[config.mk]
export PLATFORM = sky130hd
export DESIGN_NAME = lsu_ctrl
export DESIGN_NICKNAME = d
export VERILOG_FILES = /design/src/rtl/lsu_ctrl.sv
export SDC_FILE = /design/constraint.sdc
export NUM_CORES = 1
export LEC_CHECK = 0
export ABC_AREA = 0
export CAP_MARGIN = 40
export CORE_MARGIN = 3
export CORE_UTILIZATION = 45
export CTS_BUF_LIST = sky130_fd_sc_hd__clkbuf_4 sky130_fd_sc_hd__clkbuf_8
export DETAILED_ROUTE_END_ITERATION = 8
export HOLD_SLACK_MARGIN = 0.15
export PLACE_DENSITY = 0.83
export SLEW_MARGIN = 20
export SYNTH_ARGS = -nofsm -noshare
export SYNTH_HDL_FRONTEND = slang
export SYNTH_SLANG_ARGS = --single-unit
[constraint.sdc]
create_clock -name i_clk -period 2.1 [get_ports i_clk]
set_input_delay 0.525 -clock i_clk [delete_from_list [all_inputs] [get_ports i_clk]]
set_output_delay 0.525 -clock i_clk [all_outputs]
set_load 0.02 [all_outputs]
[src/rtl/lsu_ctrl.sv]
// lsu_ctrl: load/store unit controller between the pipeline and a simple
// request/acknowledge memory port.
//
// Ports:
//   i_clk, i_reset     clock, asynchronous active-low reset
//   i_req              pipeline access request (sampled only when idle)
//   i_wren             1 = store, 0 = load
//   i_load_type        000 LB, 001 LH, 010 LW, 100 LBU, 101 LHU
//   i_st_type          00 SB, 01 SH, 10 SW
//   i_addr, i_st_data  byte address and store data
//   o_busy             access in progress (pipeline stall)
//   o_done, o_err      one-cycle completion pulse, abort flag valid with it
//   o_ld_data          extended load result, valid with o_done
//   o_mem_*            memory request, write enable, word address,
//                      byte-lane mask and lane-replicated write data
//   i_mem_ack          memory accepted request; i_mem_rdata valid with it
//   i_mem_rdata        memory read word
module lsu_ctrl #(
  parameter int unsigned TIMEOUT = 16
) (
  input  logic        i_clk,
  input  logic        i_reset,
  input  logic        i_req,
  input  logic        i_wren,
  input  logic [2:0]  i_load_type,
  input  logic [1:0]  i_st_type,
  input  logic [31:0] i_addr,
  input  logic [31:0] i_st_data,
  output logic        o_busy,
  output logic        o_done,
  output logic        o_err,
  output logic [31:0] o_ld_data,
  output logic        o_mem_req,
  output logic        o_mem_we,
  output logic [31:0] o_mem_addr,
  output logic [3:0]  o_mem_bmask,
  output logic [31:0] o_mem_wdata,
  input  logic        i_mem_ack,
  input  logic [31:0] i_mem_rdata
);

  localparam int unsigned CW = (TIMEOUT > 1) ? $clog2(TIMEOUT) : 1;
  localparam logic [CW-1:0] CNT_LAST = CW'(TIMEOUT - 1);

  typedef enum logic [1:0] {IDLE, REQ, RESP} state_t;

  state_t        state;
  logic [CW-1:0] wait_cnt;
  logic          r_wren;
  logic          r_unsigned;
  logic [1:0]    r_size;
  logic [1:0]    r_lane;

  // Request decode: size code 00 byte, 01 half, 10 word
  logic [1:0]  acc_size;
  logic        legal_type;
  logic        aligned;
  logic [3:0]  bmask_in;
  logic [31:0] wdata_in;

  always_comb begin
    acc_size   = i_wren ? i_st_type : i_load_type[1:0];
    legal_type = i_wren ? (i_st_type != 2'b11)
                        : ((i_load_type[1:0] != 2'b11) &&
                           !(i_load_type[2] && i_load_type[1]));
    aligned    = 1'b0;
    bmask_in   = 4'b1111;
    wdata_in   = i_st_data;
    case (acc_size)
      2'b00: begin
        aligned  = 1'b1;
        bmask_in = 4'b0001 << i_addr[1:0];
        wdata_in = {4{i_st_data[7:0]}};
      end
      2'b01: begin
        aligned  = !i_addr[0];
        bmask_in = 4'b0011 << i_addr[1:0];
        wdata_in = {2{i_st_data[15:0]}};
      end
      2'b10: begin
        aligned  = (i_addr[1:0] == 2'b00);
      end
      default: aligned = 1'b0;
    endcase
  end

  // Load extraction: shift the addressed lane down to bit 0, then extend
  logic [31:0] lane_data;
  logic [31:0] ld_ext;

  always_comb begin
    lane_data = i_mem_rdata >> {r_lane, 3'b000};
    case (r_size)
      2'b00:   ld_ext = r_unsigned ? {24'b0, lane_data[7:0]}
                                   : {{24{lane_data[7]}}, lane_data[7:0]};
      2'b01:   ld_ext = r_unsigned ? {16'b0, lane_data[15:0]}
                                   : {{16{lane_data[15]}}, lane_data[15:0]};
      default: ld_ext = i_mem_rdata;
    endcase
  end

  always_ff @(posedge i_clk or negedge i_reset) begin
    if (!i_reset) begin
      state       <= IDLE;
      wait_cnt    <= '0;
      r_wren      <= 1'b0;
      r_unsigned  <= 1'b0;
      r_size      <= '0;
      r_lane      <= '0;
      o_busy      <= 1'b0;
      o_done      <= 1'b0;
      o_err       <= 1'b0;
      o_ld_data   <= '0;
      o_mem_req   <= 1'b0;
      o_mem_we    <= 1'b0;
      o_mem_addr  <= '0;
      o_mem_bmask <= '0;
      o_mem_wdata <= '0;
    end else begin
      case (state)
        IDLE: begin
          if (i_req) begin
            r_wren     <= i_wren;
            r_unsigned <= i_load_type[2];
            r_size     <= acc_size;
            r_lane     <= i_addr[1:0];
            o_busy     <= 1'b1;
            if (legal_type && aligned) begin
              state       <= REQ;
              wait_cnt    <= '0;
              o_mem_req   <= 1'b1;
              o_mem_we    <= i_wren;
              o_mem_addr  <= {i_addr[31:2], 2'b00};
              o_mem_bmask <= bmask_in;
              o_mem_wdata <= wdata_in;
            end else begin
              // Rejected access skips memory and reports straight away
              state     <= RESP;
              o_done    <= 1'b1;
              o_err     <= 1'b1;
              o_ld_data <= '0;
            end
          end
        end
        REQ: begin
          if (i_mem_ack) begin
            state     <= RESP;
            o_mem_req <= 1'b0;
            o_mem_we  <= 1'b0;
            o_done    <= 1'b1;
            o_err     <= 1'b0;
            o_ld_data <= r_wren ? '0 : ld_ext;
          end else if (wait_cnt == CNT_LAST) begin
            state     <= RESP;
            o_mem_req <= 1'b0;
            o_mem_we  <= 1'b0;
            o_done    <= 1'b1;
            o_err     <= 1'b1;
            o_ld_data <= '0;
          end else begin
            wait_cnt <= wait_cnt + CW'(1);
          end
        end
        RESP: begin
          state  <= IDLE;
          o_busy <= 1'b0;
          o_done <= 1'b0;
          o_err  <= 1'b0;
        end
        default: begin
          state  <= IDLE;
          o_busy <= 1'b0;
          o_done <= 1'b0;
          o_err  <= 1'b0;
        end
      endcase
    end
  end

endmodule

Word-level counts from Yosys, hierarchy flattened
Index checks and enable logic that the tools add are counted.
Widths: inputs -> output; s select.
{"block": "classes", "shift": 3, "n_reduce_logical": 18, "n_mux": 41, "eq_ne": 13, "bitwise_logic": 1, "add_sub_neg": 1}
{"op": "$mux 32", "n": 7}
{"op": "$pmux 32 s2", "n": 3}
{"op": "$shr 32x5->16", "n": 1}
{"op": "$mux 4", "n": 4}
{"op": "$pmux 4 s2", "n": 2}
{"op": "$ne 2x2->1 const B", "n": 7}
{"op": "$mux 1", "n": 13}
{"op": "$mux 2", "n": 5}
{"op": "$pmux 1 s2", "n": 5}
{"op": "$logic_not 2->1", "n": 4}
{"op": "$reduce_and 4->1", "n": 2}
{"op": "$eq 2x1->1 const B", "n": 3}
{"op": "$reduce_and 2->1", "n": 3}
{"op": "$reduce_and 3->1", "n": 2}
{"op": "$reduce_and 5->1", "n": 1}
{"op": "$add 4x1->4 const B", "n": 1}
{"op": "$eq 4x4->1 const B", "n": 1}
{"op": "$pmux 2 s2", "n": 1}
{"op": "$shl 1x2->4 const A", "n": 1}
{"op": "$shl 2x2->4 const A", "n": 1}
{"op": "$logic_and 1x1->1", "n": 3}
{"op": "$ne 3x3->1 const B", "n": 1}
{"op": "$pmux 1 s3", "n": 1}
{"op": "$eq 2x2->1 const B", "n": 1}
{"op": "3 further kinds", "n": 4}
{"block": "word_totals", "output_inout_bits": 105, "register_bits": 115}

Longest topological paths before layout
{"block": "logic_depth", "word_depth": 8, "ltp_mapped": 8, "ltp_nobuf": 6}

Worst setup path before layout
OpenSTA, ideal clock, no wires.
{"block": "synth_timing", "path_kind": "input to register", "start": "input port i_wren", "end": "register o_mem_addr[10]", "path_slack_ns": -0.015, "setup_ns": 0.125, "required_time_ns": 1.975, "arrival_time_ns": 1.990, "stages": 6, "path_cell_list": "buf_4 -> mux2i_2 -> o221ai_4 -> nor3_4 -> buf_2 -> mux2_2"}
{"block": "synth_via", "elab_chain_len": 5}
{"element": "from (decl)", "line_no": "24", "source": "input logic i_wren,"}
{"element": "$mux 2", "line_no": "62", "source": "acc_size = i_wren ? i_st_type : i_load_type[1:0];"}
{"element": "$eq 2x2->1, or another cell as far along", "line_no": "69", "source": "case (acc_size)"}
{"element": "$pmux 1 s3", "line_no": "69"}
{"element": "$logic_and 1x1->1 (*)", "line_no": "128", "source": "if (legal_type && aligned) begin"}
{"element": "$reduce_and 3->1 (no line) (*)"}
{"element": "to (signal assigned)", "line_no": "133", "source": "o_mem_addr <= {i_addr[31:2], 2'b00};"}
{"element": "to (decl)", "line_no": "35", "source": "output logic [31:0] o_mem_addr,"}
Every way passes the cells marked *; elsewhere a longest branch is shown, timed or not.
A chain may end at the register's enable or synchronous reset.

Final worst setup path
{"block": "layout_timing", "start": "input port i_load_type[1]", "end": "register o_ld_data[30]"}
{"block": "layout_via", "elab_chain_len": 7}
{"element": "from (decl)", "line_no": "25", "source": "input logic [2:0] i_load_type,"}
{"element": "branches (longest 4 deep; another with $pmux 1 s3)"}
{"element": "$logic_and 1x1->1 (*)", "line_no": "128"}
{"element": "$ne 2x2->1 (no line) (*)"}
{"element": "$reduce_and 4->1 (no line) (*)"}
{"element": "to (signal assigned)", "line_no": "152", "source": "o_ld_data <= r_wren ? '0 : ld_ext;"}
{"element": "to (decl)", "line_no": "32", "source": "output logic [31:0] o_ld_data,"}
Every way passes the cells marked *.

==> flow_summary.rst <==
.. list-table::
   :header-rows: 1

   * - Metric
     - Value
   * - DRC errors left
     - 0
   * - Dominant register cell in the synthesized netlist
     - sky130_fd_sc_hd__dfrtp_1
   * - Placed inst area
     - 0.00772 mm2
   * - Synth warnings
     - 0
   * - Worst Setup Path Type
     - input pin to flip-flop
   * - Mean routed wirelength per cell
     - 18.6 um
   * - Min setup slack post-route
     - 0.0835 ns
   * - Clock network latency to the later pin of the worst-skew pair
     - 0.44 ns
   * - Number of antenna cells inserted
     - 0
   * - Synthesized cell area
     - 0.00527 mm2
   * - Global-route wire length before repair
     - 25.6 mm
   * - Height of the die
     - 114 um
   * - Worst hold start
     - o_ld_data[1]$_DFFE_PN0P_
   * - Antenna violations before repair
     - 0
   * - Met1 layer wirelength in the final routing
     - 5.86 mm
   * - Cell depth of the worst hold path
     - 1
   * - Gate count after technology mapping
     - 470
   * - RePlAce Congestion
     - 0.893
   * - Core area
     - 0.0111 mm2
   * - Initial DRC count
     - 351
   * - Area of all placed cells without fillers
     - 0.00825 mm2
   * - Share of flip-flops with an asynchronous set or reset after synthesis
     - 1.00
   * - Max Buffers Root-to-Sink
     - 2
   * - # nets final
     - 816
   * - Number of enable flip-flop cells after synthesis
     - 0
   * - Reg2reg setup slack
     - 0.18 ns
   * - Reg-to-reg critical path startpoint
     - state[1]$_DFFE_PN0P_
   * - Aggregate global-route resource usage
     - 0.253
   * - Count of final setup violators
     - 0
   * - Fraction of final layout cells sized beyond drive strength 1
     - 0.175
   * - ANT nets after route
     - 0
   * - RR Endpoint
     - o_mem_addr[11]$_DFFE_PN0P_
   * - Result of the run
     - complete, no violations
   * - Deepest level of the CTS H-tree
     - 4
   * - Capturing element type of the critical path
     - flip-flop
   * - Setup repair after global routing missed its margin
     - yes
   * - Leakage
     - 0.00360 uW
   * - Number of library cell types mapped by synthesis
     - 48
   * - Power density relative to cell area
     - 1400 mW/mm2
   * - Largest fanout on the critical path
     - 24
   * - Worst endpoint required time
     - 2.41 ns
   * - Synthesized area per cell
     - 11.2 um2
   * - Final Max Slew Viols
     - 0
   * - Wirelength, routed
     - 16.0 mm
   * - Top-level I/O count
     - 211
   * - Die width
     - 114 um
   * - Number of placement rows
     - 38
   * - Detailed-routing iteration count for the pre-antenna-repair pass
     - 8
   * - Number of fill cells in the layout
     - 772
   * - Kind of cell adding the most delay to the critical path
     - compound AO/OA/AOI/OAI gates
   * - Clock sink count
     - 115
   * - Initial core utilization
     - 0.474
   * - Share of the yosys chip area belonging to registers
     - 0.546
   * - Critical path launch point type
     - input pin
   * - Hold Violations, Final
     - 0
   * - Relative slew margins
     - 0.618
   * - Total Negative Setup Slacks
     - 0 ns
   * - Average vias per placed instance
     - 5.49
   * - Critical Path, Cell by Cell
     - clkdlybuf4s50_1 > o21ai_0 > o21ai_2 > o21ai_1 > a21o_1 > buf_12 > a221o_1
   * - Clock input transition at the sequential cells of the worst setup and hold paths
     - 0.07 ns
   * - Die area
     - 0.0130 mm2
   * - Port Buf Inserts
     - 208
   * - Final global-route overflow total
     - 0
   * - Register bit total from synthesis
     - 115
   * - Master cell of the clock root buffer
     - sky130_fd_sc_hd__clkbuf_8
   * - Shortest period the worst path allows
     - 2.02 ns
   * - Half-perimeter wire length of the detailed placement result
     - 11.8 mm
   * - Power Total
     - 11,500 uW
   * - Placed cells
     - 826
   * - Slew at the pin closest to its max-slew limit
     - 0.574 ns
   * - Pre-CTS setup slack
     - -0.518 ns
   * - Area growth syn-to-layout
     - 56.6%
   * - Via count of the first global-routing pass
     - 5,002
   * - Class of the tightest hold or removal check
     - flip-flop to flip-flop
   * - Crit path largest cell delay
     - 0.54 ns
   * - Largest net degree at the start of global routing
     - 50
   * - WP buf/inv
     - 2
   * - Cts bufs inserted
     - 17
   * - Hold worst-path end
     - o_ld_data[1]$_DFFE_PN0P_
   * - Final worst-path cycle share
     - 0.960
   * - Clock tree from TritonCTS
     - yes
   * - Via total after detailed routing
     - 4,734
   * - Wire length on met3
     - 1.80 mm
   * - Total met2 wirelength after detailed routing
     - 8.04 mm
   * - Worst IR Drop VDD
     - 0.895 mV
   * - Max cap viols
     - 0
   * - Clock Skews
     - 0.00630 ns
   * - F_max
     - 496 MHz
   * - Post-route insts no fill
     - 862
   * - Length in cells of the worst reg-to-reg path
     - 5
   * - Top sig layer
     - met4
   * - Critical path's slowest cell
     - sky130_fd_sc_hd__clkdlybuf4s50_1
   * - Worst path arrival time
     - 2.33 ns
## kinds of logic after synthesis
| logic type | synth area share |
|---|---|
| compound gates | 0.155 |
| xor+xnor | 0.00332 |
| fa+ha+maj | 0.00237 |
| buf+inv | 0.0394 |
| flops | 0.546 |
| mux | 0.156 |
| other cells | 0.000711 |
| simple gates | 0.0973 |
## registers in the layout (all words and copies together), names as in the netlist, 2 cells and up
| register | cells |
|---|---|
| o_mem_wdata | 32 |
| wait_cnt | 4 |
| o_mem_addr | 30 |
| state | 2 |
| r_lane | 2 |
| o_ld_data | 32 |
| o_mem_bmask | 4 |
| r_size | 2 |
## per-stage QoR
stage | hold WS, ns | util
final | 0.496 | 0.742
after detailed placement | 0.482 | 0.694
after CTS | 0.498 | 0.741
after floorplan | 0.229 | -
after global placement | 0.470 | 0.694
after global routing | 0.516 | 0.742
## synthesized netlist by cell type, types with 3 or more instances
library cell | instances | area, um2
sky130_fd_sc_hd__mux2i_1 | 27 | 270
sky130_fd_sc_hd__o2bb2ai_1 | 5 | 43.8
sky130_fd_sc_hd__inv_1 | 10 | 37.5
sky130_fd_sc_hd__o21ai_0 | 23 | 115
sky130_fd_sc_hd__o21ai_1 | 3 | 15.0
sky130_fd_sc_hd__clkbuf_1 | 12 | 45.0
sky130_fd_sc_hd__mux2_1 | 3 | 33.8
sky130_fd_sc_hd__a31oi_1 | 7 | 43.8
sky130_fd_sc_hd__mux2_2 | 43 | 484
sky130_fd_sc_hd__a22oi_1 | 3 | 22.5
sky130_fd_sc_hd__nand2b_1 | 11 | 68.8
sky130_fd_sc_hd__buf_6 | 3 | 33.8
sky130_fd_sc_hd__nand2_1 | 37 | 139
sky130_fd_sc_hd__dfrtp_1 | 115 | 2880
sky130_fd_sc_hd__a221o_1 | 23 | 230
sky130_fd_sc_hd__buf_2 | 13 | 65.1
sky130_fd_sc_hd__a22o_1 | 3 | 26.3
sky130_fd_sc_hd__nor2_1 | 55 | 206
sky130_fd_sc_hd__buf_4 | 3 | 22.5
sky130_fd_sc_hd__a21oi_1 | 34 | 170
## how the worst max path moves through the flow
stage,start,to,slack (ns),cells after the start
finish,i_load_type[1],o_ld_data[30]$_DFFE_PN0P_,0.08,7
global route,i_st_type[1],o_mem_bmask[3]$_DFFE_PN0P_,-0.05,8
CTS,o_mem_we$_DFFE_PN0P_,o_mem_we,0.09,1
detailed placement,i_wren,o_mem_wdata[30]$_DFFE_PN0P_,-0.52,6
global placement,i_wren,o_mem_wdata[3]$_DFFE_PN0P_,-0.47,6
floorplan,i_wren,o_mem_addr[10]$_DFFE_PN0P_,-0.01,6
## worst reg2reg max path, delay by kind of cell (launching register included)
| kind | cells | cell delay, ns |
|---|---|---|
| DFF | 1 | 0.48 |
| and+or+nand+nor | 3 | 0.61 |
| muxes | 1 | 0.36 |
| buffers and inverters | 1 | 0.36 |
## layer usage
metal,vias to the layer above,global-route usage
li1,2158,-
met1,2291,0.282
met2,255,0.432
met3,30,0.109
met4,0,0.0895
met5,-,0
## cell type report
cell class	count	area (um2)	area share
multi-input cells	314	2220	0.268
inverters	10	37.5	0.00455
clock buffers	23	317	0.0384
well taps	140	175	0.0212
clock inverters	9	148	0.0179
repair buffers	251	2480	0.301
flip-flops and latches	115	2880	0.349
## cell usage in the layout, fill, tap and decap left out, drive strengths merged, types with 2 or more instances in the layout
| cell | synthesis | routed |
|---|---|---|
| a21oi | 35 | 35 |
| a221o | 23 | 23 |
| a22o | 3 | 3 |
| a22oi | 3 | 3 |
| a31oi | 7 | 7 |
| a32o | 2 | 2 |
| and2 | 2 | 2 |
| buf | 20 | 42 |
| bufinv | 0 | 4 |
| clkbuf | 12 | 23 |
| clkdlybuf4s50 | 0 | 206 |
| clkinv | 0 | 4 |
| conb | 1 | 2 |
| dfrtp | 115 | 115 |
| inv | 10 | 10 |
| mux2 | 46 | 46 |
| mux2i | 28 | 28 |
| nand2 | 37 | 37 |
| nand2b | 11 | 11 |
| nand3b | 2 | 2 |
| nor2 | 55 | 55 |
| nor2b | 2 | 2 |
| nor3 | 3 | 3 |
| o211ai | 2 | 2 |
| o21a | 2 | 2 |
| o21ai | 26 | 26 |
| o22ai | 2 | 2 |
| o2bb2ai | 5 | 5 |
| xor2 | 2 | 2 |
## repair_timing
item                                    in CTS  in global routing
resized for setup                            2                  2
hold buffers                                 1                  0
pin swaps                                    1                  2
endpoints found under the setup margin      67                 52
gates cloned                                 1                  0
hold endpoints to repair                    31                  0
setup buffers                                2                  0
## power breakdown
part | leakage, uW | internal [uW] | total [uW] | switching (uW)
combinational | 0.00195 | 2680 | 5380 | 2700
clock | 0.000238 | 1480 | 2370 | 892
sequential | 0.00141 | 3160 | 3770 | 615
No activity file was read; power rests on OpenSTA's default activity.
